[src/rtl/modulo_entrada_pkg.sv]
// Shared types for the Entrada input conditioning stage: button FSM states and defaults.
package modulo_entrada_pkg;

  typedef enum logic [1:0] {
    SOLTO        = 2'd0,
    FILTRA_PRESS = 2'd1,
    PRESSIONADO  = 2'd2,
    FILTRA_SOLTA = 2'd3
  } estado_t;

  localparam int DATA_W_DEF = 16;

  function automatic logic is_held(input estado_t st);
    return (st == PRESSIONADO) || (st == FILTRA_SOLTA);
  endfunction

endpackage

[src/rtl/modulo_entrada_sincronizador.sv]
// W-bit two-flop synchroniser; both stages reset to RST_VAL so the idle level is seen from reset.
module sincronizador #(
  parameter int             W       = 1,
  parameter logic [W-1:0]   RST_VAL = '0
) (
  input  logic         clk0,
  input  logic         reset,
  input  logic [W-1:0] d_i,
  output logic [W-1:0] q_o
);

  logic [W-1:0] meta_q;
  logic [W-1:0] sync_q;

  always_ff @(posedge clk0 or negedge reset) begin
    if (!reset) begin
      meta_q <= RST_VAL;
      sync_q <= RST_VAL;
    end else begin
      meta_q <= d_i;
      sync_q <= meta_q;
    end
  end

  assign q_o = sync_q;

endmodule

[src/rtl/modulo_entrada.sv]
// Debounces the Entrada push-button and captures one switch word per accepted press behind a valid/ack handshake.
module modulo_entrada
  import modulo_entrada_pkg::*;
#(
  parameter int DATA_W          = DATA_W_DEF,
  parameter int DEBOUNCE_CYCLES = 500000,
  parameter int CNT_W           = 20
) (
  input  logic              clk0,
  input  logic              reset,
  input  logic              ent_n,
  input  logic [DATA_W-1:0] switch,
  input  logic              ack,
  output logic              valid,
  output logic [DATA_W-1:0] dado,
  output logic              pressed,
  output logic              overrun
);

  localparam logic [CNT_W-1:0] CNT_MAX = CNT_W'(DEBOUNCE_CYCLES - 1);

  logic              ent_s;
  logic [DATA_W-1:0] sw_s;

  sincronizador #(.W(1), .RST_VAL(1'b1)) u_sync_ent (
    .clk0  (clk0),
    .reset (reset),
    .d_i   (ent_n),
    .q_o   (ent_s)
  );

  sincronizador #(.W(DATA_W), .RST_VAL('0)) u_sync_sw (
    .clk0  (clk0),
    .reset (reset),
    .d_i   (switch),
    .q_o   (sw_s)
  );

  estado_t           state_q, state_d;
  logic [CNT_W-1:0]  cnt_q, cnt_d;
  logic              pressed_q, pressed_d;
  logic              valid_q, valid_d;
  logic              overrun_q, overrun_d;
  logic [DATA_W-1:0] dado_q, dado_d;
  logic              accept;

  // Debounce FSM: the counter restarts on every state change, so it never exceeds CNT_MAX.
  always_comb begin
    state_d = state_q;
    cnt_d   = cnt_q;
    accept  = 1'b0;
    unique case (state_q)
      SOLTO: begin
        cnt_d = '0;
        if (!ent_s) state_d = FILTRA_PRESS;
      end
      FILTRA_PRESS: begin
        if (ent_s) begin
          state_d = SOLTO;
          cnt_d   = '0;
        end else if (cnt_q == CNT_MAX) begin
          state_d = PRESSIONADO;
          cnt_d   = '0;
          accept  = 1'b1;
        end else begin
          cnt_d = cnt_q + CNT_W'(1);
        end
      end
      PRESSIONADO: begin
        cnt_d = '0;
        if (ent_s) state_d = FILTRA_SOLTA;
      end
      FILTRA_SOLTA: begin
        if (!ent_s) begin
          state_d = PRESSIONADO;
          cnt_d   = '0;
        end else if (cnt_q == CNT_MAX) begin
          state_d = SOLTO;
          cnt_d   = '0;
        end else begin
          cnt_d = cnt_q + CNT_W'(1);
        end
      end
      default: begin
        state_d = SOLTO;
        cnt_d   = '0;
      end
    endcase
    pressed_d = is_held(state_d);
  end

  // An accepted press while a word is still pending keeps the old word and flags overrun,
  // unless the consumer acks on that very edge.
  always_comb begin
    valid_d   = valid_q;
    dado_d    = dado_q;
    overrun_d = overrun_q;
    if (accept) begin
      if (!valid_q || ack) begin
        dado_d  = sw_s;
        valid_d = 1'b1;
      end else begin
        overrun_d = 1'b1;
      end
    end else if (valid_q && ack) begin
      valid_d = 1'b0;
    end
  end

  always_ff @(posedge clk0 or negedge reset) begin
    if (!reset) begin
      state_q   <= SOLTO;
      cnt_q     <= '0;
      pressed_q <= 1'b0;
      valid_q   <= 1'b0;
      overrun_q <= 1'b0;
      dado_q    <= '0;
    end else begin
      state_q   <= state_d;
      cnt_q     <= cnt_d;
      pressed_q <= pressed_d;
      valid_q   <= valid_d;
      overrun_q <= overrun_d;
      dado_q    <= dado_d;
    end
  end

  assign valid   = valid_q;
  assign dado    = dado_q;
  assign pressed = pressed_q;
  assign overrun = overrun_q;

endmodule

[config.mk]
export PLATFORM = sky130hd
export DESIGN_NAME = modulo_entrada
export DESIGN_NICKNAME = d
export VERILOG_FILES = /design/src/rtl/modulo_entrada_pkg.sv /design/src/rtl/modulo_entrada_sincronizador.sv /design/src/rtl/modulo_entrada.sv
export SDC_FILE = /design/constraint.sdc
export NUM_CORES = 1
export LEC_CHECK = 0
export CAP_MARGIN = 20
export CORE_ASPECT_RATIO = 1.1
export CORE_MARGIN = 5
export CORE_UTILIZATION = 45
export DETAILED_ROUTE_END_ITERATION = 6
export PLACE_DENSITY = 0.64
export SKIP_CTS_REPAIR_TIMING = 1
export SLEW_MARGIN = 10
export SYNTH_ARGS = -nofsm -noshare
export SYNTH_HDL_FRONTEND = slang
export SYNTH_SLANG_ARGS = --single-unit
[constraint.sdc]
create_clock -name clk0 -period 5.45 [get_ports clk0]
set_input_delay 1.635 -clock clk0 [delete_from_list [all_inputs] [get_ports clk0]]
set_output_delay 1.635 -clock clk0 [all_outputs]
set_load 0.05 [all_outputs]
== After elaboration in Yosys (flattened, before gate mapping) ==
Index checks and enable logic that the tools add are counted.
Cells by class
  reduce and logical (&&, ||, !) cells: 10
  bitwise gates (word level): 1
  $add $sub $neg: 1
  muxes and demuxes: 17
  eq/ne operators: 7
Operators with widths (number)
  20-bit two-way mux: 3
  20-bit one-hot mux with 3 select lines: 1
  20-bit by 1-bit adder with 20-bit output (second input constant): 1
  20-bit by 19-bit equality test with 1-bit output (second input constant): 1
  2-bit two-way mux: 6
  2-bit equality test (second input constant): 4
  2-bit one-hot mux with 4 select lines: 1
  1-bit two-way mux: 6
  2-bit AND reduction: 3
  2-bit by 1-bit equality test with 1-bit output (second input constant): 1
  2-bit zero test: 1
  1-bit logical OR: 2
  2-bit by 1-bit != test with 1-bit output (second input constant): 1
  2-bit nonzero test: 1
  2-bit OR reduction: 1
  1-bit logical AND: 1
  1-bit zero test: 1
  1-bit NOT: 1
Storage, ports and cells
  output and inout port bits: 19
  register bits after elaboration: 75
  input bits: 20

== Longest topological paths before layout ==
  word-level depth: 6
  gate-level depth with buffers: 6
  mapped depth without buffers: 5

== By module ==
From an unflattened synthesis, not the netlist that was laid out.
Second synthesis, totals
  cells, all modules: 188
  area, all modules: 2626.3 sq um
Modules (own cells, without submodules)
  modulo_entrada: area each 1773.0 sq um, cells an instance 154, seq. area each 1001.0 sq um, instances 1
  sincronizador (u_sync_sw): area each 800.8 sq um, cells an instance 32, seq. area each 800.8 sq um, instances 1
  sincronizador (u_sync_ent): area each 52.6 sq um, cells an instance 2, seq. area each 52.6 sq um, instances 1

== Worst setup path after synthesis ==
OpenSTA, ideal clock, no wires.
  path kind: input-to-reg
  from: input ack
  to: register dado_q[6], in the netlist dado[6]
  stages: 5
  path buffers: 1
  setup slack: 2.692 ns
  arrival time: 2.634 ns
  library setup time: 0.125 ns
  path through: nand2b_1 > nand3_1 > nor3_4 > buf_4 > mux2_2
On the way
  longest elaborated chain between the ends: 2
Ends and longest elaborated chain
  start, declared: RTL line modulo_entrada.sv:13  | input logic ack,
  1-bit logical OR: RTL line modulo_entrada.sv:99  | if (!valid_q || ack) begin
  2-bit AND reduction (no line)
  end signal, assigned: RTL line modulo_entrada.sv:124  | dado_q <= dado_d;
  end, declared: RTL line modulo_entrada.sv:44  | logic [DATA_W-1:0] dado_q, dado_d;
Every way passes these cells.
A chain may end at the register's enable or synchronous reset.

== Worst setup path after layout ==
  from: register valid_q, in the netlist valid
  to: output valid
RTL lines
  start, declared: RTL line modulo_entrada.sv:42  | logic valid_q, valid_d;
  start signal, assigned: RTL line modulo_entrada.sv:122  | valid_q <= valid_d;
  end, declared: RTL line modulo_entrada.sv:14  | output logic valid,
No word-level cell between the ends.

==> qor.yml <==
final_layout:
  final_non_filler_cells: 322
  share_of_cells_above_drive_strength_1: 0.135
  postLayoutCoreUtil: 0.585
  areaGrowthSynthToFinish_pct: 26.0
  final-seq-area_um2: 1850
  fillCellCount: 465
  diodes_inserted: 0
  area_used_by_multi_input_combinational_logic_um2: 763
  finalNetCount: 261
critical_path:
  startpoint_of_the_lowest_slack_register_to_register_path: "cnt_q[0]"
  path_cells: "clkdlybuf4s50_1"
  path_class: "flop to output port"
  rrSetupSlack_ns: 3.08
  crit_required_ns: 3.82
  worst_ep_arrival_time_ns: 1.55
  timing.rr.end: "dado[6]"
  crit_fanout: 4
  cpLargestDelayFamily: "buffers and inverters"
  worst-r2r-cell-count: 5
  cpPeakStageDelay_ns: 0.82
  timing.critical_path.buf_inv: 1
  crit_path_top_delay_cell: "sky130_fd_sc_hd__clkdlybuf4s50_1"
  endpoint_type_of_the_worst_setup_path: "output port"
  critPathLaunchType: "flop"
timing:
  worst_slew_margin_rel: 0.500
  min_period_over_period: 0.584
  fin_ws_ns: 2.26
  report.final.setup_viol: 0
  setup_tns_ns: 0
  hold_violations: 0
  fmax_ghz: 0.314
  clock_skew_ns: 0.00833
  worstMarginPinSlew_ns: 0.747
  maxSlewViolCount: 0
  final_period_minus_worst_setup_slack_ns: 3.19
  holdWs_ns: 0.344
  grt_setup_unrepaired: "false"
clock_tree:
  clk_latency_ns: 0.34
  number_of_clock_sinks: 74
  clkSlewWorstSetupHoldPaths_ns: 0.08
  cts-buffers-inserted: 9
  htree_levels: 3
  cts_tree: "done"
  cts_root_buf: "sky130_fd_sc_hd__clkbuf_8"
  clk_path_buf_depth: 2
floorplan:
  floorplan.io_pins: 39
  die-height_um: 90.9
  fp.dieW_um: 83.5
  start_util: 0.464
  fp.dieArea_um2: 7590
  core_area_um2: 5770
  fp-row-count: 29
grt:
  track_usage: 0.134
  grt_pass1_wl_mm: 7.87
  antenna_found_initial: 0
  use_met1: 0.173
  grt_pass1_vias: 1561
  grt_most_used_layer: "met2"
  grt.overflow.total: 0
  grt.met2_usage: 0.205
  largest_net_degree_at_the_start_of_global_routing: 48
  global_route.usage.met3: 0.0484
yosys:
  postSynthNetCount: 216
  netlist-cell-type-count: 34
  yosys.area.top_type: "sky130_fd_sc_hd__dfrtp_1"
  post_synth_most_frequent_cells: "72 x sky130_fd_sc_hd__dfrtp_1, 18 x sky130_fd_sc_hd__nor2_1, 10 x sky130_fd_sc_hd__nand3_1, 10 x sky130_fd_sc_hd__xnor2_1, 9 x sky130_fd_sc_hd__mux2_2"
  most_used_flip_flop_cell_after_synthesis: "sky130_fd_sc_hd__dfrtp_1"
  postSynthRegisterBits: 74
  share_of_flip_flops_with_an_asynchronous_set_or_reset: 1.00
  synth-warning-count: 0
  synth_edf_count: 0
  synth_top_cell_area_share: 0.673
  syn_area_per_cell_um2: 13.7
  postSynthCellCount: 195
  seq_area_frac_synth: 0.693
  syn_area_um2: 2680
  yosys.cell_count.top_type: "sky130_fd_sc_hd__dfrtp_1"
  yosys-top-cells-area: "sky130_fd_sc_hd__dfrtp_1 67%, sky130_fd_sc_hd__mux2_2 3.8%, sky130_fd_sc_hd__xnor2_1 3.3%, sky130_fd_sc_hd__mux2_1 2.9%, sky130_fd_sc_hd__nor2_1 2.5%"
job:
  max-cap-violations: 0
place:
  detailedPlace.worstSlack_ns: 1.92
  portBuffers: 38
  gp_congestion: 0.774
  dp_cells: 305
  place_hpwl_mm: 3.03
drt:
  drt_iter0_markers: 66
  antenna_violating_nets_post_route: 0
  postRouteWirelength_mm: 4.54
  drt_drc_violations_left: 0
  first_pass_iters: 4
  drt-wirelength-per-cell_um: 14.1
  route.vias.total: 1569
  vias_per_cell: 4.87
hold_path:
  hold_start: "u_sync_sw.meta_q[7]"
  holdCritPathClass: "flop to flop"
  hold_path_end: "u_sync_sw.q_o[7]"
  hold_path_depth: 0
power_and_ir_drop:
  powerDensity_nw_per_um2: 312
  power.sequential.fraction: 0.539
  clockPowerShare: 0.430
  power.switching_uw: 216
  p_leak_nw: 1.45
  ir_drop_mv: 0.122
  switch_share: 0.205
  internal_power_uw: 837
  comb_power_share: 0.031
outcome:
  status: "finished, final reports clean"
-- stage by stage --
step	area, um2	power (mW)
finish	3370	1.05
CTS	3350	1.07
floorplan	2680	0.582
global route	3370	1.10
global placement	3130	0.609
detailed placement	3130	0.610
-- worst max path at each step --
stage	start	endpoint	slack, ns	depth (start not counted)
2_1_floorplan	ack	dado[6]	2.69	5
3_3_place_gp	ack	dado[7]	1.96	5
3_5_place_dp	ack	dado[0]	1.92	5
4_1_cts	valid	valid	2.24	1
5_1_grt	valid	valid	2.18	1
6_report	valid	valid	2.26	1
-- cells by family (layout without fill, tap and decap cells) --
group,after synthesis,in the layout,synth area share
and+or+nand+nor,64,64,0.133
AOI/OAI and AO/OA,11,11,0.0276
DFF,74,74,0.693
xor gates and xnor gates,15,15,0.0491
muxes,17,17,0.0710
buffers and inverters,13,63,0.0224
adders and majority gates,1,1,0.00467
-- registers in the layout, indices dropped and copies added, names as in the netlist --
register	cells
u_sync_ent.q_o	1
overrun	1
u_sync_sw.meta_q	16
pressed	1
u_sync_ent.meta_q	1
valid	1
dado	16
u_sync_sw.q_o	16
cnt_q	20
state_q	1
-- cell usage in the layout (no fill, tap or decap), types with 2 or more instances in the layout --
cell and count:
sky130_fd_sc_hd__xor2_1 5, sky130_fd_sc_hd__bufinv_16 2, sky130_fd_sc_hd__o31ai_1 3, sky130_fd_sc_hd__nor3_1 4, sky130_fd_sc_hd__clkdlybuf4s50_1 37, sky130_fd_sc_hd__buf_4 2, sky130_fd_sc_hd__inv_1 6, sky130_fd_sc_hd__mux2_1 7
sky130_fd_sc_hd__clkbuf_8 9, sky130_fd_sc_hd__or4_1 3, sky130_fd_sc_hd__nand4_1 5, sky130_fd_sc_hd__mux2_2 9, sky130_fd_sc_hd__nor4_1 5, sky130_fd_sc_hd__clkinvlp_4 3, sky130_fd_sc_hd__nor2_1 18, sky130_fd_sc_hd__nand3_1 10
sky130_fd_sc_hd__or3_1 2, sky130_fd_sc_hd__dfstp_2 2, sky130_fd_sc_hd__xnor2_1 10, sky130_fd_sc_hd__dfrtp_1 72, sky130_fd_sc_hd__nand2_1 8, sky130_fd_sc_hd__and4_1 2, sky130_fd_sc_hd__a21oi_1 4
-- power groups by stage --
stage               Combinational [mW]  Clock, mW  Sequential, mW
finish                          0.0328      0.453           0.567
floorplan                      0.00520          0           0.577
global placement                0.0314          0           0.578
detailed placement              0.0317          0           0.578
CTS                             0.0319      0.471           0.567
global route                    0.0374      0.497           0.569
-- cell type report --
class,count,share of cell area
tap,77,0.0286
clock inverter,6,0.0271
inverter,6,0.00668
clock buffer,10,0.0378
sequential,74,0.550
timing repair buffer,41,0.124
multi-input combinational,108,0.226
-- metal layers --
metal  wire length [um]  part of all wire
met5                  0                 0
met4                 98             0.022
met3                219             0.048
met2               2130              0.47
met1               2090              0.46
No activity file was read; power rests on OpenSTA's default activity.
